File: src/rtl/uart_pkg.sv
// ---------------------------------------------------------------------------
// uart_pkg
//   Definitions shared by the UART transmit and receive paths.
//   - uart_state_e : frame-phase encoding used by both TX and RX FSMs
//   - START_BIT / STOP_BIT : line levels of the framing bits
//   - PARITY_EVEN / PARITY_ODD : encoding of the Parity_TYPE input
//   - majority3() : 2-of-3 vote used to filter line noise
// ---------------------------------------------------------------------------
package uart_pkg;

    typedef enum logic [2:0] {
        UART_IDLE   = 3'd0,
        UART_START  = 3'd1,
        UART_DATA   = 3'd2,
        UART_PARITY = 3'd3,
        UART_STOP   = 3'd4
    } uart_state_e;

    localparam logic START_BIT   = 1'b0;
    localparam logic STOP_BIT    = 1'b1;

    localparam logic PARITY_EVEN = 1'b0;
    localparam logic PARITY_ODD  = 1'b1;

    function automatic logic majority3(input logic a, input logic b, input logic c);
        return (a & b) | (a & c) | (b & c);
    endfunction

endpackage

File: src/rtl/uart_rx_sampler.sv
// ---------------------------------------------------------------------------
// uart_rx_sampler
//   Front end of the UART receiver: brings the asynchronous line into the
//   clock domain, tracks the position inside the current bit period and
//   majority-votes three samples taken around the bit centre.
//
//   Ports
//     clk          in   system clock, rising edge
//     rst          in   asynchronous active-high reset
//     rx_in        in   raw serial line (idle high)
//     start        in   start edge accepted this cycle; this cycle is bit
//                       position 0, so the counter continues at 1
//     busy         in   a frame is in progress (FSM not idle)
//     rx_s         out  synchronized line level
//     sampled_bit  out  majority of the three centre samples
//     decision     out  bit value is final this cycle
//     bit_end      out  last cycle of the current bit period
//
//   PRESCALE must be even and at least 8 so the three samples, the decision
//   cycle and the wrap are all distinct positions inside one bit period.
// ---------------------------------------------------------------------------
module uart_rx_sampler
    import uart_pkg::*;
#(
    parameter int PRESCALE = 8
) (
    input  logic clk,
    input  logic rst,
    input  logic rx_in,
    input  logic start,
    input  logic busy,
    output logic rx_s,
    output logic sampled_bit,
    output logic decision,
    output logic bit_end
);

    localparam int CW = (PRESCALE > 1) ? $clog2(PRESCALE) : 1;

    localparam logic [CW-1:0] CNT_S0   = CW'(PRESCALE / 2 - 1);
    localparam logic [CW-1:0] CNT_S1   = CW'(PRESCALE / 2);
    localparam logic [CW-1:0] CNT_S2   = CW'(PRESCALE / 2 + 1);
    localparam logic [CW-1:0] CNT_DEC  = CW'(PRESCALE / 2 + 2);
    localparam logic [CW-1:0] CNT_LAST = CW'(PRESCALE - 1);

    logic          sync1;
    logic [CW-1:0] edge_cnt;
    logic [2:0]    samples;

    // Two-flop synchronizer; resets to the idle line level so that reset
    // release never looks like a start edge.
    always_ff @(posedge clk or posedge rst) begin
        if (rst) begin
            sync1 <= 1'b1;
            rx_s  <= 1'b1;
        end else begin
            sync1 <= rx_in;
            rx_s  <= sync1;
        end
    end

    // Position inside the bit period. Held at 0 while idle; the start-edge
    // cycle counts as position 0 of the start bit.
    always_ff @(posedge clk or posedge rst) begin
        if (rst) begin
            edge_cnt <= '0;
        end else if (start) begin
            edge_cnt <= CW'(1);
        end else if (busy) begin
            edge_cnt <= (edge_cnt == CNT_LAST) ? '0 : edge_cnt + CW'(1);
        end else begin
            edge_cnt <= '0;
        end
    end

    always_ff @(posedge clk or posedge rst) begin
        if (rst) begin
            samples <= '0;
        end else if (busy) begin
            if (edge_cnt == CNT_S0) samples[0] <= rx_s;
            if (edge_cnt == CNT_S1) samples[1] <= rx_s;
            if (edge_cnt == CNT_S2) samples[2] <= rx_s;
        end
    end

    assign sampled_bit = majority3(samples[0], samples[1], samples[2]);
    assign decision    = busy && (edge_cnt == CNT_DEC);
    assign bit_end     = busy && (edge_cnt == CNT_LAST);

endmodule

File: src/rtl/uart_rx_deserializer.sv
// ---------------------------------------------------------------------------
// uart_rx_deserializer
//   UART receive stage. Frame: start(0), DATA_WIDTH bits LSB first,
//   optional parity bit, stop(1). Each bit is the majority of three
//   oversamples taken around its centre.
//
//   Ports
//     Clk           in   system clock, rising edge
//     Reset         in   asynchronous active-high reset
//     RX_IN         in   serial line, idle high, asynchronous to Clk
//     Parity_EN     in   1 = frame carries a parity bit (latched at start)
//     Parity_TYPE   in   0 = even, 1 = odd (latched at start)
//     P_DATA        out  last good word, held until the next good frame
//     Data_Valid    out  one-cycle pulse, P_DATA updated this cycle
//     Parity_Error  out  one-cycle pulse, parity mismatch
//     Stop_Error    out  one-cycle pulse, stop bit sampled low
//
//   Output protocol: there is no back-pressure. Data_Valid is a single-cycle
//   strobe meaning "P_DATA holds a newly received good word this cycle"; the
//   consumer must take it in that cycle. P_DATA keeps its value afterwards.
//   Parity_Error and Stop_Error are single-cycle strobes for the same frame
//   slot and may be high together; neither touches P_DATA.
// ---------------------------------------------------------------------------
module uart_rx_deserializer #(
    parameter int DATA_WIDTH = 8,
    parameter int PRESCALE   = 8
) (
    input  logic                  Clk,
    input  logic                  Reset,
    input  logic                  RX_IN,
    input  logic                  Parity_EN,
    input  logic                  Parity_TYPE,
    output logic [DATA_WIDTH-1:0] P_DATA,
    output logic                  Data_Valid,
    output logic                  Parity_Error,
    output logic                  Stop_Error
);

    import uart_pkg::*;

    localparam int BW = (DATA_WIDTH > 1) ? $clog2(DATA_WIDTH) : 1;
    localparam logic [BW-1:0] BIT_LAST = BW'(DATA_WIDTH - 1);

    uart_state_e           state, state_next;
    logic [BW-1:0]         bit_cnt, bit_cnt_next;
    logic [DATA_WIDTH-1:0] shift, shift_next;
    logic [DATA_WIDTH:0]   shift_in;
    logic                  pen_q, pen_next;
    logic                  ptype_q, ptype_next;
    logic                  perr_q, perr_next;
    logic                  rearm_wait, rearm_next;
    logic [DATA_WIDTH-1:0] p_data_next;
    logic                  dv_next, pe_next, se_next;
    logic                  start;

    logic rx_s;
    logic sampled_bit;
    logic decision;
    logic bit_end;

    uart_rx_sampler #(
        .PRESCALE(PRESCALE)
    ) u_sampler (
        .clk        (Clk),
        .rst        (Reset),
        .rx_in      (RX_IN),
        .start      (start),
        .busy       (state != UART_IDLE),
        .rx_s       (rx_s),
        .sampled_bit(sampled_bit),
        .decision   (decision),
        .bit_end    (bit_end)
    );

    // New bit enters at the MSB and the word shifts right, so after
    // DATA_WIDTH bits the first (LSB-first) bit sits at bit 0.
    assign shift_in = {sampled_bit, shift};

    always_ff @(posedge Clk or posedge Reset) begin
        if (Reset) begin
            state        <= UART_IDLE;
            bit_cnt      <= '0;
            shift        <= '0;
            pen_q        <= 1'b0;
            ptype_q      <= PARITY_EVEN;
            perr_q       <= 1'b0;
            rearm_wait   <= 1'b0;
            P_DATA       <= '0;
            Data_Valid   <= 1'b0;
            Parity_Error <= 1'b0;
            Stop_Error   <= 1'b0;
        end else begin
            state        <= state_next;
            bit_cnt      <= bit_cnt_next;
            shift        <= shift_next;
            pen_q        <= pen_next;
            ptype_q      <= ptype_next;
            perr_q       <= perr_next;
            rearm_wait   <= rearm_next;
            P_DATA       <= p_data_next;
            Data_Valid   <= dv_next;
            Parity_Error <= pe_next;
            Stop_Error   <= se_next;
        end
    end

    always_comb begin
        state_next   = state;
        bit_cnt_next = bit_cnt;
        shift_next   = shift;
        pen_next     = pen_q;
        ptype_next   = ptype_q;
        perr_next    = perr_q;
        rearm_next   = rearm_wait;
        p_data_next  = P_DATA;
        dv_next      = 1'b0;
        pe_next      = 1'b0;
        se_next      = 1'b0;
        start        = 1'b0;

        case (state)
            UART_IDLE: begin
                // After a framing error the line may be stuck low (break);
                // only a return to idle level allows a new start edge.
                if (rx_s == STOP_BIT) begin
                    rearm_next = 1'b0;
                end
                if (rx_s == START_BIT && !rearm_wait) begin
                    start      = 1'b1;
                    state_next = UART_START;
                    pen_next   = Parity_EN;
                    ptype_next = Parity_TYPE;
                    perr_next  = 1'b0;
                end
            end

            UART_START: begin
                // A start bit that votes high was a glitch: drop it quietly.
                if (decision && sampled_bit != START_BIT) begin
                    state_next = UART_IDLE;
                end else if (bit_end) begin
                    state_next   = UART_DATA;
                    bit_cnt_next = '0;
                end
            end

            UART_DATA: begin
                if (decision) begin
                    shift_next = shift_in[DATA_WIDTH:1];
                end
                if (bit_end) begin
                    if (bit_cnt == BIT_LAST) begin
                        state_next = pen_q ? UART_PARITY : UART_STOP;
                    end else begin
                        bit_cnt_next = bit_cnt + BW'(1);
                    end
                end
            end

            UART_PARITY: begin
                if (decision) begin
                    perr_next = sampled_bit ^ (^shift) ^ ptype_q;
                end
                if (bit_end) begin
                    state_next = UART_STOP;
                end
            end

            UART_STOP: begin
                // Leave mid-stop-bit so the rest of the stop bit is spent in
                // IDLE, ready to catch a back-to-back start edge.
                if (decision) begin
                    se_next    = (sampled_bit != STOP_BIT);
                    pe_next    = pen_q & perr_q;
                    dv_next    = (sampled_bit == STOP_BIT) && !(pen_q & perr_q);
                    rearm_next = (sampled_bit != STOP_BIT);
                    if ((sampled_bit == STOP_BIT) && !(pen_q & perr_q)) begin
                        p_data_next = shift;
                    end
                    state_next = UART_IDLE;
                end
            end

            default: begin
                state_next = UART_IDLE;
            end
        endcase
    end

endmodule

File: config.mk
export PLATFORM = sky130hd
export DESIGN_NAME = uart_rx_deserializer
export DESIGN_NICKNAME = d
export VERILOG_FILES = /design/src/rtl/uart_pkg.sv /design/src/rtl/uart_rx_sampler.sv /design/src/rtl/uart_rx_deserializer.sv
export SDC_FILE = /design/constraint.sdc
export NUM_CORES = 1
export LEC_CHECK = 0
export ABC_AREA = 1
export CAP_MARGIN = 20
export CORE_MARGIN = 4
export CORE_UTILIZATION = 55
export DETAILED_ROUTE_END_ITERATION = 6
export HOLD_SLACK_MARGIN = 0.06
export PLACE_DENSITY_LB_ADDON = 0.05
export RECOVER_POWER = 25
export SYNTH_ARGS = -nofsm -noshare
export SYNTH_HDL_FRONTEND = slang
export SYNTH_SLANG_ARGS = --single-unit
export TNS_END_PERCENT = 5
File: constraint.sdc
create_clock -name Clk -period 1.9 [get_ports Clk]
set_input_delay 0.38 -clock Clk [delete_from_list [all_inputs] [get_ports Clk]]
set_output_delay 0.38 -clock Clk [all_outputs]
set_load 0.02 [all_outputs]
==> Word-level counts from Yosys, hierarchy flattened <==
Cells that the tools add are included.
{ "word_totals": {"regBits": 37, "out_inout_bits": 11, "wordCells": 104} }
{ "op_classes": {"addsub": 2, "eq_ne": 21, "mux": 31, "n_bitwise": 10, "reduce_logical": 23} }
{ "ops": {"columns": ["op", "n"], "rows": [
  ["$mux W3", 15],
  ["$eq A3 B3 Y1 const B", 6],
  ["$ne A2 B2 Y1 const B", 9],
  ["$pmux W3 S5", 1],
  ["$mux W1", 12],
  ["$reduce_and A2 Y1", 5],
  ["$eq A3 B2 Y1 const B", 3],
  ["$reduce_and A3 Y1", 3],
  ["$reduce_xor A8 Y1", 1],
  ["$add A3 B1 Y3 const B", 2],
  ["$pmux W3 S2", 1],
  ["$reduce_and A6 Y1", 1],
  ["$reduce_bool A2 Y1", 3],
  ["$logic_and A1 B1 Y1", 5],
  ["$reduce_and A5 Y1", 1],
  ["$and A1 B1 Y1", 4],
  ["$pmux W1 S2", 2],
  ["$eq A3 B1 Y1 const B", 1],
  ["$logic_not A3 Y1", 1],
  ["$ne A3 B3 Y1 const B", 1],
  ["$reduce_bool A3 Y1", 1],
  ["$logic_not A1 Y1", 2],
  ["$ne A2 B1 Y1 const B", 1],
  ["$not A1 Y1", 2],
  ["2 further kinds", 4]
]} }

==> Depth between registers and ports, before layout <==
{ "logic_depth": {"ltp_word": 7, "ltp_mapped": 10, "ltp_nobuf": 10} }

==> By module <==
A second synthesis with hierarchy kept.
{ "hier_totals": {"hier_cells": 219, "area_unflattened_um2": 1855.5} }
{ "by_module_without_submodules": {"columns": ["mod", "n_inst", "cells_per_inst", "area_each_um2", "seq_area_each_um2"], "rows": [
  ["uart_rx_deserializer", 1, 174, 1428.9, 725.7],
  ["uart_rx_sampler", 1, 45, 426.7, 202.7]
]} }

==> Worst setup path after synthesis <==
No wires, ideal clock.
{ "synth_timing": {"path_type": "register to register", "startpoint": "register u_sampler.edge_cnt[0]", "endpoint": "register state[2]", "setup_time_ns": 0.123, "arrival_time_ns": 1.324, "path_slack_ns": 0.453, "stages_incl_launch_ff": 10, "n_path_buf": 0, "cell_sequence": "dfrtp_1 ha_1 ha_1 inv_1 nand3_1 nand2_1 nor2_1 and2_1 nand3_1 nand2_1"} }
{ "synth_via": {"elab_chain_cells": 5, "elab_cells_between_ends": 12} }
{ "synth_lines": {"columns": ["item", "line_no", "rtl"], "rows": [
  ["start, declared", "uart_rx_sampler.sv:47", "logic [CW-1:0] edge_cnt;"],
  ["start signal, assigned", "uart_rx_sampler.sv:70", "edge_cnt <= (edge_cnt == CNT_LAST) ? '0 : edge_cnt + CW'(1);"],
  ["$eq A3 B3 Y1", "uart_rx_sampler.sv:87", "assign decision = busy && (edge_cnt == CNT_DEC);"],
  ["$logic_and A1 B1 Y1", "uart_rx_sampler.sv:87", null],
  ["$logic_and A1 B1 Y1", "uart_rx_deserializer.sv:139", "if (decision && sampled_bit != START_BIT) begin"],
  ["$ne A3 B3 Y1 (no line) / $mux W3 (equally long branches)", null, null],
  ["$reduce_and A6 Y1 (no line) / $pmux W3 S5 (equally long branches)", null, null],
  ["end signal, assigned", "uart_rx_deserializer.sv:93", "state <= state_next;"],
  ["end, declared", "uart_rx_deserializer.sv:44", "uart_state_e state, state_next;"]
]} }
Several ways; a longest one is shown, not always the timed one.
A chain may end at the register's enable or synchronous reset.

==> Worst setup path in the final report <==
{ "layout_timing": {"startpoint": "register P_DATA[2]", "endpoint": "output port P_DATA[2]"} }
{ "layout_lines": {"columns": ["item", "line_no", "rtl"], "rows": [
  ["start, declared", "uart_rx_deserializer.sv:33", "output logic [DATA_WIDTH-1:0] P_DATA,"],
  ["start signal, assigned", "uart_rx_deserializer.sv:100", "P_DATA <= p_data_next;"]
]} }
No word-level cell between the ends.

==> flow_summary.yaml <==
cts:
  hold_buffers: 0
  h-tree-depth: 2
  cts.path.max_buffers: 2
  clk_latency_ns: 0.33
  cts.repair.resized: 0
  cts.sinks: 37
  cts_tree: "yes"
  root_buffer: "clkbuf_4"
  post_cts_buffers: 0
  cts_made_buffers: 5
  cts.clk_slew.worst_paths_ns: 0.10
timing:
  fmax_mhz: 586
  hold_ws_ns: 0.361
  min_period_over_period_pct: 89.8
  skew_ns: 0.0111
  maxSlewHeadroom_pct: 40.6
  setup_ws_ns: 0.194
  setup_viol: 0
  tightest_slew_ns: 0.891
  finalSetupTns_ns: 0
  rsz0062_at_grt: "false"
  hold_viol: 0
  drv_slew: 0
  period_needed_ns: 1.71
synth:
  netlist_area_um2: 1930
  synth_nets: 252
  yosysTopAreaCell: "dfrtp_1"
  synthDistinctLibCells: 27
  synth-seq-area-share_pct: 48.0
  synth_most_common_cell: "nand2_1"
  yosys-top-cells-count: "79 x nand2_1, 35 x dfrtp_1, 30 x inv_1"
  synth_cells: 239
  yosysWarnings: 0
  synthArstFlopShare_pct: 100
  ys_top_cells_by_area: "dfrtp_1 45%, nand2_1 15%, inv_1 5.8%"
  yosysTopAreaCellShare_pct: 45.3
  syn_avg_cell_area_um2: 8.09
  synth_edf_count: 0
  synth-seq-cells: 37
  ys.flop_type: "dfrtp_1"
global_routing:
  grt_pass1_vias: 1430
  grt_overflow: 0
  grt_pass1_wl_mm: 6.18
  antenna_found_initial: 0
  grt_max_degree: 38
  grt.total_usage_pct: 18.2
placed_design:
  io_buffers: 15
  dp_hpwl_mm: 2.56
  pre_cts_ws_ns: 0.269
  place_congestion: 0.814
critical_path:
  r2r_cells: 9
  criticalPathCategory: "reg -> out"
  regToRegEndpoint: "state[2]"
  crit_end: "P_DATA[2]"
  worstSetupStartpoint: "P_DATA[2]"
  cp.depth: 1
  worstPathCellList: "clkdlybuf4s50_1"
  crit_path_end_kind: "primary output"
  slowest_delay_ns: 0.61
  crit_slowest_cell: "clkdlybuf4s50_1"
  cpLargestDelayFamily: "buffers and inverters"
  worstPathArrival_ns: 1.33
  cp.required_ns: 1.52
  path_buf_inv: 1
  cp_max_fo: 2
  reg2reg_from: "u_sampler.edge_cnt[0]"
  r2r_setup_slack_ns: 0.29
  start_kind: "flip-flop"
routing:
  routedWlPerCell_um: 10.9
  ant_nets: 0
  vias: 1497
  viasPerCell: 4.88
  drt_wl_total_mm: 3.34
  first_pass_iters: 4
  dr.first_iter.drc_count: 114
  drc: 0
finish:
  nFillCells: 315
  fin_nets: 273
  area_growth_pct: 12.8
  layout-drive-gt1-share_pct: 8.81
  n_antenna_cell: 0
power:
  p_clk_share_pct: 15.2
  switching_share_pct: 42.0
  power_density_nw_per_um2: 1280
  leakagePower_nw: 1.17
  ir_drop_v: 0.000653
  power_frac_comb_pct: 43.1
  pwr-share-seq_pct: 41.7
  p_int_mw: 1.62
  switchingPower_mw: 1.17
hold_path:
  min_from: "u_sampler.sync1"
  hold_class: "reg -> reg"
die:
  dieWidth_um: 67.3
  fp.coreArea_um2: 3360
  die_area_um2: 4530
  fp.dieH_um: 67.3
  start_util_pct: 57.5
  rows: 21
  io_pins: 16
status:
  status: "completed"
flow_run:
  cap_violations: 0
==> worst min-delay path by stage <==
| stage | slack [ns] | end | cells after the start |
|---|---|---|---|
| 6_report | 0.36 | u_sampler.rx_s | 0 |
| 5_1_grt | 0.37 | u_sampler.rx_s | 0 |
| 4_1_cts | 0.36 | u_sampler.rx_s | 0 |
| 3_5_place_dp | 0.35 | u_sampler.rx_s | 0 |
| 3_3_place_gp | 0.35 | u_sampler.rx_s | 0 |
| 2_1_floorplan | 0.35 | u_sampler.rx_s | 0 |
==> stage by stage <==
stage | cells | cell area (um^2) | utilization, % | power, mW
floorplan | 239 | 1930 | - | 2.12
global placement | 299 | 2120 | 63.1 | 2.36
detailed placement | 299 | 2120 | 63.1 | 2.40
CTS | 307 | 2180 | 64.9 | 2.83
global route | 307 | 2180 | 64.8 | 3.09
finish | 307 | 2180 | 64.8 | 2.79
==> cells by family after synthesis <==
kind of cell,synth area share [%]
AOI/OAI and AO/OA,8.48
adders and majority gates,5.18
buffers and inverters,7.51
DFF,48.0
muxes,0.582
and+or+nand+nor,30.2
==> state kept, by name, indices dropped and copies added, names as in the netlist, 3 cells and up <==
register / cells
state: 3
bit_cnt: 3
P_DATA: 8
u_sampler.samples: 3
shift: 8
u_sampler.edge_cnt: 3
==> layout make-up <==
class                      count  area, um^2  share of cell area, %
clock buffer                   8        58.8                   2.70
sequential                    37         928                   42.6
multi-input combinational    168         860                   39.4
inverter                      32         120                   5.51
timing repair buffer          16         155                   7.12
tap                           46        57.6                   2.64
==> cells in the final DEF (no fill, tap or decap), types with 2 or more instances in the layout <==
cell and count:
dfrtp_1 35, clkdlybuf4s50_1 13, clkbuf_4 5, o21ai_1 3, nor2_1 22, inv_2 2
o21ai_0 12, clkbuf_1 2, dfstp_2 2, a21oi_1 12, nor2_8 2, nand2_4 3
nand2_1 79, nand3_1 14, inv_1 30, ha_1 8, nor2_4 2, dlygate4sd3_1 2
==> power groups by stage <==
stage | Sequential [mW] | Combinational (mW) | Clock [mW]
6_report | 1.16 | 1.20 | 0.422
5_1_grt | 1.19 | 1.42 | 0.479
3_3_place_gp | 1.17 | 1.19 | 0
4_1_cts | 1.16 | 1.23 | 0.442
2_1_floorplan | 1.15 | 0.974 | 0
3_5_place_dp | 1.18 | 1.22 | 0
==> layer usage <==
layer | wire length [um] | up-vias | track usage, %
li1 | - | 788 | -
met4 | 52 | 0 | 6.84
met2 | 1670 | 22 | 30.9
met5 | 0 | - | 0
met1 | 1520 | 680 | 22.4
met3 | 102 | 7 | 3.99
Power figures use the tool's default switching activity.
